### src/rtl/fpu_addsub.sv
// Sequential binary32 add/subtract: six-state walk (IDLE, UNPACK, ALIGN, ADD, NORM, ROUND)
// with flush-to-zero inputs, round-to-nearest-even and IEEE exception flags.
module fpu_addsub (
  input  logic        clk,
  input  logic        arst_n,
  input  logic        start,
  input  logic        sub,
  input  logic [31:0] operand_a,
  input  logic [31:0] operand_b,
  output logic [31:0] result,
  output logic [3:0]  flags,
  output logic        busy,
  output logic        done
);

  localparam logic [31:0] QNAN = 32'h7FC0_0000;

  typedef enum logic [2:0] {
    S_IDLE   = 3'd0,
    S_UNPACK = 3'd1,
    S_ALIGN  = 3'd2,
    S_ADD    = 3'd3,
    S_NORM   = 3'd4,
    S_ROUND  = 3'd5
  } state_t;

  state_t state_r, state_s;

  logic [31:0] opa_r, opb_r;
  logic        sign_l_r, eff_sub_r, special_r, neg_zero_r, zero_r;
  logic [7:0]  exp_l_r, exp_s_r;
  logic [23:0] man_l_r, man_s_r;
  logic [31:0] spec_res_r;
  logic [3:0]  spec_flg_r;
  logic [26:0] small_r, norm_r;
  logic [27:0] sum_r;
  logic signed [9:0] exp_n_r;

  // Leading-zero count of a 27-bit vector; 27 when the vector is zero.
  function automatic logic [4:0] lzc27(input logic [26:0] v);
    lzc27 = 5'd27;
    for (int i = 0; i < 27; i++) begin
      if (v[i]) lzc27 = 5'(26 - i);
    end
  endfunction

  // Field extraction and classification of the captured operands.
  logic [7:0]  exp_a_s, exp_b_s;
  logic [23:0] man_a_s, man_b_s;
  logic        nan_a_s, nan_b_s, inf_a_s, inf_b_s, snan_s, a_big_s;
  assign exp_a_s = opa_r[30:23];
  assign exp_b_s = opb_r[30:23];
  assign man_a_s = (exp_a_s == 8'd0) ? 24'd0 : {1'b1, opa_r[22:0]};
  assign man_b_s = (exp_b_s == 8'd0) ? 24'd0 : {1'b1, opb_r[22:0]};
  assign nan_a_s = (exp_a_s == 8'hFF) && (opa_r[22:0] != 23'd0);
  assign nan_b_s = (exp_b_s == 8'hFF) && (opb_r[22:0] != 23'd0);
  assign inf_a_s = (exp_a_s == 8'hFF) && (opa_r[22:0] == 23'd0);
  assign inf_b_s = (exp_b_s == 8'hFF) && (opb_r[22:0] == 23'd0);
  assign snan_s  = (nan_a_s && !opa_r[22]) || (nan_b_s && !opb_r[22]);
  assign a_big_s = {exp_a_s, man_a_s} >= {exp_b_s, man_b_s};

  logic        spec_s;
  logic [31:0] spec_res_s;
  logic [3:0]  spec_flg_s;

  // Special-operand override decision (NaN / Inf combinations).
  always_comb begin
    spec_s     = 1'b0;
    spec_res_s = 32'd0;
    spec_flg_s = 4'd0;
    if (nan_a_s || nan_b_s) begin
      spec_s     = 1'b1;
      spec_res_s = QNAN;
      spec_flg_s = {snan_s, 3'b000};
    end else if (inf_a_s && inf_b_s) begin
      spec_s = 1'b1;
      if (opa_r[31] != opb_r[31]) begin
        spec_res_s = QNAN;
        spec_flg_s = 4'b1000;
      end else begin
        spec_res_s = opa_r;
      end
    end else if (inf_a_s) begin
      spec_s     = 1'b1;
      spec_res_s = opa_r;
    end else if (inf_b_s) begin
      spec_s     = 1'b1;
      spec_res_s = opb_r;
    end else begin
      spec_s = 1'b0;
    end
  end

  // Alignment: clamp at 26 so a huge difference leaves only the sticky bit.
  logic [7:0]  diff_s;
  logic [4:0]  shamt_s;
  logic [51:0] wide_s;
  logic [26:0] aligned_s;
  assign diff_s    = exp_l_r - exp_s_r;
  assign shamt_s   = (diff_s >= 8'd26) ? 5'd26 : diff_s[4:0];
  assign wide_s    = {man_s_r, 28'd0} >> shamt_s;
  assign aligned_s = {wide_s[51:26], |wide_s[25:0]};

  logic [27:0] sum_s;
  assign sum_s = eff_sub_r ? ({1'b0, man_l_r, 3'b000} - {1'b0, small_r})
                           : ({1'b0, man_l_r, 3'b000} + {1'b0, small_r});

  logic [4:0]        lz_s;
  logic [26:0]       norm_s;
  logic signed [9:0] exp_norm_s;
  assign lz_s = lzc27(sum_r[26:0]);

  // Normalization: right by one on carry-out, else left by the leading-zero count.
  always_comb begin
    norm_s     = 27'd0;
    exp_norm_s = 10'sd0;
    if (sum_r[27]) begin
      norm_s     = {sum_r[27:2], sum_r[1] | sum_r[0]};
      exp_norm_s = $signed({2'b00, exp_l_r}) + 10'sd1;
    end else begin
      norm_s     = sum_r[26:0] << lz_s;
      exp_norm_s = $signed({2'b00, exp_l_r}) - $signed({5'd0, lz_s});
    end
  end

  // Round-to-nearest-even on the guard/round/sticky tail.
  logic              grs_s, round_up_s;
  logic [24:0]       mant_rnd_s;
  logic signed [9:0] exp_fin_s;
  logic [22:0]       frac_s;
  assign grs_s      = norm_r[2] | norm_r[1] | norm_r[0];
  assign round_up_s = norm_r[2] & (norm_r[1] | norm_r[0] | norm_r[3]);
  assign mant_rnd_s = {1'b0, norm_r[26:3]} + {24'd0, round_up_s};
  assign exp_fin_s  = exp_n_r + (mant_rnd_s[24] ? 10'sd1 : 10'sd0);
  assign frac_s     = mant_rnd_s[24] ? mant_rnd_s[23:1] : mant_rnd_s[22:0];

  logic [31:0] res_s;
  logic [3:0]  flg_s;

  // Final packing with overflow/underflow saturation.
  always_comb begin
    res_s = 32'd0;
    flg_s = 4'd0;
    if (special_r) begin
      res_s = spec_res_r;
      flg_s = spec_flg_r;
    end else if (zero_r) begin
      res_s = {neg_zero_r, 31'd0};
    end else if (exp_fin_s >= 10'sd255) begin
      res_s = {sign_l_r, 8'hFF, 23'd0};
      flg_s = 4'b0101;
    end else if (exp_fin_s <= 10'sd0) begin
      res_s = {sign_l_r, 31'd0};
      flg_s = 4'b0011;
    end else begin
      res_s = {sign_l_r, exp_fin_s[7:0], frac_s};
      flg_s = {3'b000, grs_s};
    end
  end

  // Next-state logic: one state per cycle once launched.
  always_comb begin
    state_s = state_r;
    case (state_r)
      S_IDLE: begin
        if (start) state_s = S_UNPACK;
        else       state_s = S_IDLE;
      end
      S_UNPACK: state_s = S_ALIGN;
      S_ALIGN:  state_s = S_ADD;
      S_ADD:    state_s = S_NORM;
      S_NORM:   state_s = S_ROUND;
      S_ROUND:  state_s = S_IDLE;
      default:  state_s = S_IDLE;
    endcase
  end

  // State register.
  always_ff @(posedge clk or negedge arst_n) begin
    if (!arst_n) state_r <= S_IDLE;
    else         state_r <= state_s;
  end

  // Datapath pipeline registers, advanced by the current state.
  always_ff @(posedge clk or negedge arst_n) begin
    if (!arst_n) begin
      opa_r      <= 32'd0;
      opb_r      <= 32'd0;
      sign_l_r   <= 1'b0;
      eff_sub_r  <= 1'b0;
      special_r  <= 1'b0;
      neg_zero_r <= 1'b0;
      zero_r     <= 1'b0;
      exp_l_r    <= 8'd0;
      exp_s_r    <= 8'd0;
      man_l_r    <= 24'd0;
      man_s_r    <= 24'd0;
      spec_res_r <= 32'd0;
      spec_flg_r <= 4'd0;
      small_r    <= 27'd0;
      sum_r      <= 28'd0;
      norm_r     <= 27'd0;
      exp_n_r    <= 10'sd0;
    end else begin
      case (state_r)
        S_IDLE: begin
          if (start) begin
            opa_r <= operand_a;
            opb_r <= {operand_b[31] ^ sub, operand_b[30:0]};
          end
        end
        S_UNPACK: begin
          sign_l_r   <= a_big_s ? opa_r[31] : opb_r[31];
          exp_l_r    <= a_big_s ? exp_a_s : exp_b_s;
          man_l_r    <= a_big_s ? man_a_s : man_b_s;
          exp_s_r    <= a_big_s ? exp_b_s : exp_a_s;
          man_s_r    <= a_big_s ? man_b_s : man_a_s;
          eff_sub_r  <= opa_r[31] ^ opb_r[31];
          neg_zero_r <= opa_r[31] & opb_r[31];
          special_r  <= spec_s;
          spec_res_r <= spec_res_s;
          spec_flg_r <= spec_flg_s;
        end
        S_ALIGN: small_r <= aligned_s;
        S_ADD:   sum_r   <= sum_s;
        S_NORM: begin
          norm_r  <= norm_s;
          exp_n_r <= exp_norm_s;
          zero_r  <= (sum_r == 28'd0);
        end
        default: ;
      endcase
    end
  end

  // Handshake and result registers; result/flags move only on the done edge.
  always_ff @(posedge clk or negedge arst_n) begin
    if (!arst_n) begin
      result <= 32'd0;
      flags  <= 4'd0;
      busy   <= 1'b0;
      done   <= 1'b0;
    end else begin
      done <= (state_r == S_ROUND);
      if (state_r == S_ROUND) begin
        result <= res_s;
        flags  <= flg_s;
      end
      if (state_r == S_IDLE && start) busy <= 1'b1;
      else if (done)                  busy <= 1'b0;
    end
  end

endmodule

### config.mk
export PLATFORM = sky130hd
export DESIGN_NAME = fpu_addsub
export DESIGN_NICKNAME = d
export VERILOG_FILES = /design/src/rtl/fpu_addsub.sv
export SDC_FILE = /design/constraint.sdc
export NUM_CORES = 1
export LEC_CHECK = 0
export CORE_MARGIN = 2
export CORE_UTILIZATION = 55
export CTS_CLUSTER_SIZE = 10
export DETAILED_ROUTE_END_ITERATION = 8
export PLACE_DENSITY = 0.77
export SYNTH_ARGS = -nofsm -noshare
export SYNTH_HDL_FRONTEND = slang
export SYNTH_SLANG_ARGS = --single-unit
### constraint.sdc
create_clock -name clk -period 4.3 [get_ports clk]
set_clock_uncertainty 0.15 [all_clocks]
set_input_delay 0.43 -clock clk [delete_from_list [all_inputs] [get_ports clk]]
set_output_delay 0.43 -clock clk [all_outputs]
set_load 0.005 [all_outputs]
* After elaboration in Yosys (flattened, before gate mapping)
Cells that the tools add are included.
Storage, ports and cells: bits in registers 302, word-level logic and storage cells 139, input bits 68
Operators by class: order comparisons 4, equality and inequality tests 8, $add $sub $neg 7, reduce and logical (&&, ||, !) cells 23, shift-type cells 2, bitwise operators 9, muxes and demuxes 64
Operators by type and width (count):
- 32-bit 2-to-1 mux | 7
- 5-bit 2-to-1 mux | 27
- 24-bit 2-to-1 mux | 4
- 31-bit 2-to-1 mux | 2
- 52-bit by 5-bit >> shifter with 52-bit output | 1
- 23-bit zero test | 2
- 23-bit nonzero test | 2
- 32-bit greater-or-equal comparator | 1
- 27-bit by 27-bit adder with 28-bit output | 1
- 28-bit zero test | 1
- 28-bit 2-to-1 mux | 1
- 27-bit by 27-bit subtractor with 28-bit output | 1
- 27-bit 2-to-1 mux | 1
- 27-bit by 5-bit << shifter with 27-bit output | 1
- 26-bit OR reduction | 1
- 24-bit by 1-bit adder with 25-bit output | 1
- 23-bit 2-to-1 mux | 1
- 8-bit equality test, second input constant | 2
- 8-bit zero test | 2
- 4-bit 2-to-1 mux | 4
- 8-bit 2-to-1 mux | 2
- 3-bit one-hot mux with 5 select lines | 1
- 10-bit by 2-bit adder with 10-bit output | 1
- 10-bit by 9-bit greater-or-equal comparator with 1-bit output, second input constant | 1
- other kinds (22) | 49

* Logic depth before layout (Yosys ltp)
Gate-level depths: netlist of run 1.
depth in word-level cells 29, depth in mapped cells 24

* Worst setup path before layout of run 1
No wires, ideal clock.
path kind flip-flop to flip-flop, from reg norm_r[2], to reg result[11], data required time 4.077 ns, stages on the path, launching flop included 24, data arrival time 4.500 ns, period minus slack after synthesis 4.724 ns, setup slack -0.424 ns, setup time 0.073 ns, buffers on the path 1, cell sequence dfrtp_1 > and2_1 > ha_1 > and3_1 > and3_1 > and2_1 > inv_1 > nor3_1 > and3_1 > nand3_1 > clkinv_1 > ha_1 > nand3_1 > nor2_1 > and3_1 > and3_1 > xor2_1 > a211oi_1 > nand2b_1 > or3_1 > clkbuf_1 > nor2_1 > a221oi_1 > nor2_1
Between the ends: cells in the longest elaborated chain, start to end 9, elaborated cells between the ends (all ways) 11
Ends and longest elaborated chain:
- from (decl) | line 35 | logic [26:0] small_r, norm_r;
- from (signal assigned) | line 227 | norm_r <= norm_s;
- 1-bit bitwise AND (*) | line 132 | assign round_up_s = norm_r[2] & (norm_r[1] | norm_r[0] | norm_r[3]);
- 24-bit by 1-bit adder with 25-bit output (*) | line 133 | assign mant_rnd_s = {1'b0, norm_r[26:3]} + {24'd0, round_up_s};
- 1-bit 2-to-1 mux | line 134 | assign exp_fin_s = exp_n_r + (mant_rnd_s[24] ? 10'sd1 : 10'sd0);
- 10-bit by 2-bit adder with 10-bit output | line 134
- 10-bit by 1-bit <= comparator with 1-bit output | line 152 | end else if (exp_fin_s <= 10'sd0) begin
- 31-bit 2-to-1 mux | line 152
- 31-bit 2-to-1 mux (*) | line 149 | end else if (exp_fin_s >= 10'sd255) begin
- 32-bit 2-to-1 mux (*) | line 147 | end else if (zero_r) begin
- 32-bit 2-to-1 mux (*) | line 144 | if (special_r) begin
- to (signal assigned) | line 246 | result <= res_s;
- to (decl) | line 10 | output logic [31:0] result,
Mark *: on every way between the ends. The rest lies on a longest branch, timed or not. A chain may end at the register's enable or synchronous reset.

* Worst setup path after layout of run 1
from reg norm_r[2], to reg result[13]
Same word-level chain as after synthesis.

==> results of run 1 <==
[worst register-to-register path: cells and delay by family (launching register included)]
kind / cells / cell delay, ns
simple gates: 15 / 2.50
compound gates: 3 / 0.55
fa+ha+maj: 3 / 0.45
flops: 1 / 0.37
buf+inv: 3 / 0.28
[repair_timing]
item                       CTS  global route
hold buffers                 1             0
hold endpoints to repair    95             0
cloned                       2             3
gates resized for setup     27           118
pin swaps                   10            57
setup buffers               12            17
setup endpoints to repair   74           102
[cell families (layout without fill, tap and decap cells)]
logic type	count (synthesis)	count (layout)	share of synthesized area, %
AO/OA/AOI/OAI	599	599	20.3
XOR/XNOR	63	63	2.76
adder cells (fa/ha/maj)	102	102	6.50
buffers and inverters	252	424	4.95
flip-flops	299	299	37.4
multiplexers	179	179	9.41
other	0	1	0
AND/OR/NAND/NOR	787	788	18.7
[area by class of cell]
class / instances / area [um^2] / area share (%)
Clock buffer: 42 / 976 / 4.04
Timing Repair Buffer: 278 / 2490 / 10.3
Antenna cell: 1 / 2.50 / 0.0104
Tap cell: 461 / 577 / 2.39
Inverter: 102 / 390 / 1.62
Sequential cell: 299 / 7480 / 31.0
Multi-Input combinational cell: 1731 / 12200 / 50.5
Clock inverter: 2 / 25.0 / 0.104
[cells in the mapped netlist, types with 10 or more instances]
cell type	instances
o21ai_0	133
a221oi_1	28
nand3_1	78
nor3_1	46
a21o_1	25
xnor2_1	43
o22ai_1	21
nand2b_1	17
o31ai_1	11
or3_1	11
and2_1	53
buf_1	10
nor4_1	27
nor2_1	206
a211oi_1	35
dfrtp_1	299
xor2_1	20
nand2_1	251
a32oi_1	22
inv_1	99
a31oi_1	21
nand4_1	26
mux2_2	62
nor2b_1	12
ha_1	99
a221o_1	51
a21oi_1	143
clkbuf_1	125
and3_1	19
mux2i_1	116
buf_2	11
o211ai_1	16
[state kept, by name (all words and copies together) (netlist names), 3 cells and up]
register    count
man_s_r        24
exp_s_r         8
man_l_r        24
norm_r         27
sum_r          28
opa_r          32
small_r        27
result         32
exp_n_r        10
exp_l_r         8
state_r         3
spec_res_r     32
opb_r          32
flags           4
[worst max path at each step]
stage,startpoint,end,slack [ns],cells after the start
after detailed placement,norm_r[3],result[21],-0.16,24
after floorplan,opa_r[27],man_s_r[12],0.008,18
after global routing,norm_r[2],result[13],-0.25,24
after CTS,norm_r[2],result[4],0.001,24
after global placement,opa_r[27],man_l_r[19],-0.06,18
final,norm_r[2],result[13],-0.07,24
[stage by stage]
step	std cells	instance area, um^2	worst slack, ns	utilization (%)
finish	2916	24100	-0.0662	67.7
global route	2916	24100	-0.254	67.7
CTS	2896	23500	0.00140	65.9
detailed placement	2837	22300	-0.159	62.4
global placement	2837	22300	-0.0561	62.4
floorplan	2281	20100	0.00844	-
[metal layers]
metal | vias to the layer above | part of all wire (%)
li1 | 8606 | -
met1 | 9078 | 43
met2 | 775 | 46
met3 | 182 | 7.9
met4 | 0 | 3.7
met5 | - | 0
==> results by group, run 1 <==
Floorplan
  • Ports: roughly 110
  • Die Y: roughly 190 um
  • Die footprint: between 30000 and 40000 um^2
  • Core ar.: ~36000 um^2
  • Initial Util: about 56%
  • Cell row count: 69
  • Die X: about 190 um

Timing
  • RSZ-0062 raised after global routing: true
  • Rel. slew slack: between 20% and 30%
  • Worst-Margin Slew: around 1.1 ns
  • Setup violators final: 9
  • Ratio of final minimum period to clock period: 102%
  • Worst setup margin: -0.0662 ns
  • Hold Slack: ~0.31 ns
  • Final hold violation count: 0
  • Max-slew violations: 0
  • Final setup TNS: -0.206 ns
  • Minimum clock period: 4.37 ns
  • Peak Freq: 229 MHz

Layout
  • Area growth from synthesis to layout: 20.8%
  • Layout cell share with drive strength beyond 1: between 15 and 20%
  • NumNets Final: 2618
  • Most common cell after layout, fill and taps aside: dfrtp_1
  • Most frequent cells in the layout: dfrtp_1, nand2_1, nor2_1
  • Fill count: ~2800

GRT
  • Vias in the first global route: between 15000 and 20000
  • Initial antenna violation count: 1
  • GR peak layer: met2
  • Remaining global-route overflow: 0
  • Met2 Usage GRT: between 40% and 50%
  • Largest net degree at the start of global routing: between 100 and 150
  • Tot GR Track Use: between 30% and 40%
  • First-pass GRT wire length: 95600 um
  • Met3 GRT Util: under 10%
  • GR Util met1: between 40% and 50%

Clock network
  • H-tree Lvls: 2
  • Number of CTS-inserted buffers: 36
  • Clk_lat worst skew: ~0.55 ns
  • Clk sinks: roughly 300
  • Clock Root Buffer: clkbuf_16
  • Clk slew on worst S/H paths: ~0.060 ns
  • CTS Buffer Depth: 3
  • CTS tree: yes

Detailed routing
  • Wirelength, routed: approximately 61000 um
  • Vias: around 19000
  • Wire per inst: approximately 21 um
  • Routed Antenna Nets: 0
  • Vias/cell: roughly 6.4
  • Initial DRC Count: about 1800
  • Drt first pass iters: 8
  • # DRC: 0

Setup path
  • FF-to-FF End: result[13]
  • Worst path cell trace: and2_4 > ha_4 > and3_4 > and3_4 > and2_4 > inv_4 > nor3_4 > and3_4 > nand3_4 > clkinv_4 > ha_4 > ha_4 > nand4_1 > nor2_2 > nor3_2 > a31oi_2 > nor4_2 > a21oi_2 > nand2b_4 > or3_4 > buf_8 > nor2_4 > a221oi_1 > nor2_1
  • CP startpoint kind: flop
  • Critical path class: reg2reg
  • Setup slack, reg-to-reg: -0.07 ns
  • Data required, critical path: between 4 and 5 ns
  • Cell family with most CP delay: simple AND/OR/NAND/NOR gates
  • R2R cell count: 24
  • Critical Path End Type: flop
  • CP max stage cell: or3_4
  • Critical Path AT: between 4 and 5 ns
  • Largest stage delay, worst path: around 0.42 ns
  • Critical path peak fanout: 6
  • Bufs and invs on worst path: 3
  • Launching point of the worst reg2reg path: norm_r[2]

Synth
  • Cells after synthesis: between 2000 and 2500
  • Syn_nets: approximately 2500
  • Post-synth ARST share: 100%
  • Synth area leaders: dfrtp_1, ha_1, mux2i_1
  • Avg Cell Area, Syn: a little under 9 um^2
  • Number of synthesized flops with an enable pin: 0
  • Synth top area share: a little under two fifths
  • Yosys warns: 0
  • Yosys top cell by area: dfrtp_1
  • Mapped cell area: between 15000 and 20000 um^2
  • Main synth FF type: dfrtp_1
  • Sequential-to-total area share from yosys stat: a little under two fifths
  • Post-synthesis register bit count: 299
  • Library cells used by synthesis: just under 90

Hold path
  • Tightest Hold Check Type: in2reg
  • Worst hold path startpoint: operand_b[26]
  • Hold path cells: 3
  • Worst Hold End: opb_r[26]

Outcome
  • Status: complete, but fails checks
  • Failing checks: setup timing

Placed design
  • DP HPWL: around 44000 um
  • GPL Wtd Cong: about 0.99
  • Port Buffers: 105

Flow run
  • Max cap viols: 0
Power of run 1 is not shown: default switching activity piles up to over one toggle a cycle in this logic, so the estimate is an artifact.
==> run 2, diff against run 1 <==
==> constraint.sdc (replaced) <==
create_clock -name clk -period 4.3 [get_ports clk]
set_clock_uncertainty 0.15 [all_clocks]
set_input_delay 0.86 -clock clk [delete_from_list [all_inputs] [get_ports clk]]
set_output_delay 0.86 -clock clk [all_outputs]
set_load 0.005 [all_outputs]
==> run 2 against run 1 <==
The run still ends with setup timing left; fmax shrank 0.41%; routed wire length shrank 2.1%; core utilization shrank 0.73 points; first-iteration DRC count shrank 0.56%; cell count shrank 0.62%; worst setup slack lost 0.018 ns; sequential share of layout area grew 0.34 points; via count shrank 1.5%; clock-buffer cell count grew 1; flip-flop and latch count is the same; critical path type unchanged; critical endpoint is now result[22].
==> results by group, run 2 (synthesis gave the netlist of run 1 again) <==
Timing
  • RSZ-0062 raised after global routing: true
  • Final setup TNS: -1.03 ns
  • Worst-Margin Slew: 1.11 ns
  • Minimum clock period: 4.38 ns
  • Worst setup margin: -0.0841 ns
  • Peak Freq: roughly 230 MHz
  • Max-slew violations: 0
  • Ratio of final minimum period to clock period: 102%
  • Final hold violation count: 0
  • Setup violators final: 20
  • Rel. slew slack: around a quarter

Layout
  • Fill count: about 2800
  • Area growth from synthesis to layout: 19.5%
  • Layout cell share with drive strength beyond 1: between 10% and 20%
  • Most frequent cells in the layout: dfrtp_1, nand2_1, nor2_1
  • Most common cell after layout, fill and taps aside: dfrtp_1
  • NumNets Final: 2598

Detailed routing
  • Routed Antenna Nets: 0
  • Wire per inst: slightly above 20 um
  • Vias: between 15000 and 20000
  • Initial DRC Count: 1777
  • Drt first pass iters: 6
  • Vias/cell: 6.34
  • Wirelength, routed: just under 60000 um
  • # DRC: 0

GRT
  • GR Util met1: 42.6%
  • First-pass GRT wire length: approximately 94000 um
  • Largest net degree at the start of global routing: between 90 and 100
  • Vias in the first global route: around 18000
  • GR peak layer: met2
  • Met2 Usage GRT: between 40% and 50%
  • Initial antenna violation count: 1
  • Met3 GRT Util: about 5.6%
  • Remaining global-route overflow: 0
  • Tot GR Track Use: between 30% and 40%

Clock network
  • Number of CTS-inserted buffers: 37
  • Clock Root Buffer: clkbuf_16
  • Clk sinks: approximately 300
  • H-tree Lvls: 2
  • CTS Buffer Depth: 3
  • Clk slew on worst S/H paths: about 0.05 ns
  • CTS tree: yes
  • Clk_lat worst skew: between 0.5 and 0.6 ns

Setup path
  • CP startpoint kind: flop
  • Critical path class: reg2reg
  • Data required, critical path: ~4.6 ns
  • Critical Path AT: between 4 and 5 ns
  • Critical path peak fanout: 6
  • R2R cell count: 25
  • Critical Path End Type: flop

Floorplan
  • Core ar.: roughly 36000 um^2
  • Cell row count: 69
  • Initial Util: ~56%
  • Ports: between 100 and 150
  • Die Y: between 150 and 200 um
  • Die X: about 190 um
  • Die footprint: ~38000 um^2

Outcome
  • Status: complete, but fails checks
  • Failing checks: setup timing

Flow run
  • Max cap viols: 0

Placed design
  • DP HPWL: 43400 um
  • Port Buffers: 105
  • GPL Wtd Cong: around 0.99

Hold path
  • Tightest Hold Check Type: in2async
[run 2: cell count changes in the layout (fill, tap and decap cells not counted), moves of 6 or more]
| cell | delta |
|---|---|
| buf_4 | -22 |
| a211oi_1 | +9 |
| a211oi_2 | -7 |
| a21oi_1 | +7 |
| a21oi_2 | -7 |
| buf_12 | +6 |
[run 2: final timing paths]
kind / start / end / slack, ns
worst max-delay path: norm_r[3] / result[22] / -0.08
worst max register to register: norm_r[3] / result[22] / -0.08
worst min register to register: flags[3] / flags[3] / 0.31
min in group clk: flags[3] / flags[3] / 0.31
max in group asynchronous: arst_n / spec_res_r[30] / 2.79
worst min-delay path: arst_n / sum_r[20] / 0.22
[run 2: area by class of cell]
type                            count  area (um^2)  area share, %
Multi-Input combinational cell   1731        12000           50.1
Timing Repair Buffer              257         2400           10.1
Tap cell                          461          577           2.42
Antenna cell                        1         2.50         0.0105
Clock buffer                       43         1000           4.19
Sequential cell                   299         7480           31.3
Inverter                          102          388           1.62
Clock inverter                      4         60.1          0.251
[run 2: routing by layer]
layer | up-vias | wire (um)
li1 | 8561 | -
met1 | 8945 | 26200
met2 | 714 | 26700
met3 | 143 | 4220
met4 | 0 | 2210
met5 | - | 0
[run 2: worst max-delay path, cell delays in order, from the launching register on]
cell and delay, ns:
dfrtp_1 0.38, and2_4 0.18, ha_4 0.15, and3_4 0.18
and3_4 0.18, and2_4 0.15, inv_2 0.08, nor3_4 0.05
and3_4 0.20, nand3_4 0.10, clkinv_4 0.06, ha_4 0.17
ha_4 0.17, buf_4 0.13, nor2b_2 0.16, a21oi_1 0.13
o21ai_1 0.09, a41o_1 0.19, a21oi_2 0.14, a211oi_2 0.07
nand2b_4 0.16, or3_4 0.41, buf_8 0.16, a21oi_4 0.16
o211ai_1 0.11, a31oi_1 0.19
[run 2: metrics by stage]
| step | area [um^2] | hold slack, ns | utilization, % | setup WS [ns] | cells |
|---|---|---|---|---|---|
| after CTS | 23400 | 0.247 | 65.7 | 0.0186 | 2878 |
| final | 23900 | 0.223 | 67.0 | -0.0841 | 2898 |
| after detailed placement | 22300 | 0.309 | 62.4 | -0.115 | 2829 |
| after global routing | 23900 | 0.278 | 67.0 | -0.269 | 2898 |
| after floorplan | 20100 | 0.295 | - | 0.00844 | 2281 |
| after global placement | 22300 | 0.301 | 62.4 | -0.0205 | 2829 |
[run 2: timing repair]
| item | in CTS | in global routing |
|---|---|---|
| hold buffers | 0 | 0 |
| buffers inserted | 0 | 16 |
| endpoints found under the setup margin | 68 | 92 |
| pin swaps | 5 | 35 |
| gates resized for setup | 20 | 68 |
| gates cloned | 2 | 3 |
Power of run 2 is left out for the same reason.
==> run 3, diff against run 2 <==
CTS_BUF_LIST = sky130_fd_sc_hd__clkbuf_16   (was default)
==> run 3 against run 2 <==
First-iteration DRC count decreased by 3.2%; critical path type unchanged; sequential share of layout area grew 0.15 points; the flow still finishes with violations (setup timing); largest cell class unchanged; via count down 0.35%; worst hold slack gained 0.0073 ns.
==> results by group, run 3 (synthesis gave the netlist of run 1 again) <==
Placed design
  • Placed cell count: between 2000 and 3000
  • DP HPWL: around 43000 um
  • GPL Wtd Cong: about 1
  • Port Buffers: between 100 and 150

Floorplan
  • Die footprint: 37900 um^2
  • Ports: around 110
  • Die X: 195 um
  • Cell row count: 69
  • Initial Util: between 50% and 60%
  • Die Y: approximately 190 um
  • Core ar.: roughly 36000 um^2

Setup path
  • CP startpoint kind: flop
  • Critical Path AT: approximately 4.7 ns
  • Cell family with most CP delay: simple AND/OR/NAND/NOR gates
  • Critical path class: reg2reg
  • CP max stage cell: or3_4
  • Critical path peak fanout: 6
  • Largest stage delay, worst path: a little over 0.4 ns
  • Bufs and invs on worst path: 4
  • Critical Path End Type: flop
  • Data required, critical path: 4.61 ns

Timing
  • Worst-Margin Slew: 1.10 ns
  • Ratio of final minimum period to clock period: 102%
  • Minimum clock period: roughly 4.4 ns
  • Peak Freq: approximately 230 MHz
  • Hold Slack: between 0.2 and 0.25 ns
  • Rel. slew slack: between 20% and 30%
  • Setup violators final: 20
  • Max-slew violations: 0
  • RSZ-0062 raised after global routing: true
  • Worst setup margin: -0.0765 ns
  • Final hold violation count: 0

Detailed routing
  • Wire per inst: ~20 um
  • Vias/cell: approximately 6.3
  • Wirelength, routed: about 59000 um
  • # DRC: 0
  • Vias: between 15000 and 20000
  • Initial DRC Count: roughly 1700
  • Drt first pass iters: 5
  • Routed Antenna Nets: 0

Clock network
  • CTS tree: yes
  • Clock Root Buffer: clkbuf_16
  • CTS Buffer Depth: 3
  • Number of CTS-inserted buffers: 37
  • Clk sinks: about 300
  • Hold Buf Count CTS: 0
  • H-tree Lvls: 2
  • Clk slew on worst S/H paths: around 0.050 ns
  • Clk_lat worst skew: 0.55 ns

GRT
  • First-pass GRT wire length: between 90000 and 100000 um
  • Remaining global-route overflow: 0
  • Initial antenna violation count: 1
  • Vias in the first global route: about 18000
  • Tot GR Track Use: 30.9%
  • Largest net degree at the start of global routing: between 90 and 100

Layout
  • Area growth from synthesis to layout: 18.9%
  • Most frequent cells in the layout: dfrtp_1, nand2_1, nor2_1
  • NumNets Final: 2596
  • Layout cell share with drive strength beyond 1: roughly 15%
  • Most common cell after layout, fill and taps aside: dfrtp_1
  • Finished Layout Cells: roughly 2900
  • Fill count: 2859

Hold path
  • Tightest Hold Check Type: in2async

Flow run
  • Max cap viols: 0

Outcome
  • Status: complete, but fails checks
  • Failing checks: setup timing
[run 3: cell count changes in the layout (fill, tap and decap cells not counted), moves of 3 or more]
cell      before  now
a221oi_1      20   25
a221oi_2       8    3
clkbuf_8       3    0
clkinv_1       0    3
[run 3: layout make-up]
cell class              count  area (um^2)  share of cell area, %
diodes                      1         2.50                 0.0105
clock inverters             9         78.8                  0.332
clock buffers              38          951                   4.00
inverters                 102          388                   1.63
flip-flops and latches    299         7480                   31.5
multi-input cells        1731        11900                   50.2
repair buffers            255         2360                   9.91
well taps                 461          577                   2.43
[run 3: metrics by stage]
| step | setup slack [ns] | setup TNS, ns | cell area [um^2] | util [%] |
|---|---|---|---|---|
| 6_report | -0.0765 | -0.847 | 23800 | 66.7 |
| 3_5_place_dp | -0.115 | -4.39 | 22300 | 62.4 |
| 2_1_floorplan | 0.00844 | 0 | 20100 | - |
| 5_1_grt | -0.263 | -5.70 | 23800 | 66.7 |
| 3_3_place_gp | -0.0205 | -0.424 | 22300 | 62.4 |
| 4_1_cts | 0.0154 | 0 | 23400 | 65.6 |
[run 3: worst paths after layout]
path	startpoint	endpoint	slack (ns)	cells after the start
max	norm_r[3]	result[22]	-0.08	25
min	arst_n	sum_r[20]	0.23	1
max reg2reg	norm_r[3]	result[22]	-0.08	25
min reg2reg	flags[3]	flags[3]	0.31	2
max in group asynchronous	arst_n	spec_res_r[30]	2.78	2
min in group clk	flags[3]	flags[3]	0.31	2
[run 3: worst reg2reg max path, stage by stage (launching register included)]
cell      delay, ns
dfrtp_1        0.38
and2_4         0.18
ha_4           0.15
and3_4         0.18
and3_4         0.18
and2_4         0.16
inv_2          0.08
nor3_4         0.05
and3_4         0.20
nand3_4        0.10
clkinv_4       0.06
ha_4           0.17
ha_4           0.17
buf_4          0.13
nor2b_2        0.16
a21oi_1        0.13
o21ai_1        0.09
a41o_1         0.19
a21oi_2        0.14
a211oi_2       0.07
nand2b_4       0.16
or3_4          0.41
buf_8          0.16
a21oi_4        0.16
o211ai_1       0.11
a31oi_1        0.19
[run 3: what timing repair did]
| action | 4_1_cts | 5_1_grt |
|---|---|---|
| pin swaps | 4 | 34 |
| endpoints found under the setup margin | 48 | 92 |
| resized for setup | 17 | 69 |
| cloned | 2 | 2 |
| setup buffers | 0 | 15 |
[run 3: metal layers]
layer	global-route usage (%)	vias to the layer above	part of all wire (%)
met2	48.7	693	46
met5	0	-	0
met3	4.55	120	6.6
met4	11.5	0	3.2
met1	43.2	8902	45
li1	-	8583	-
Power of run 3 is left out for the same reason.
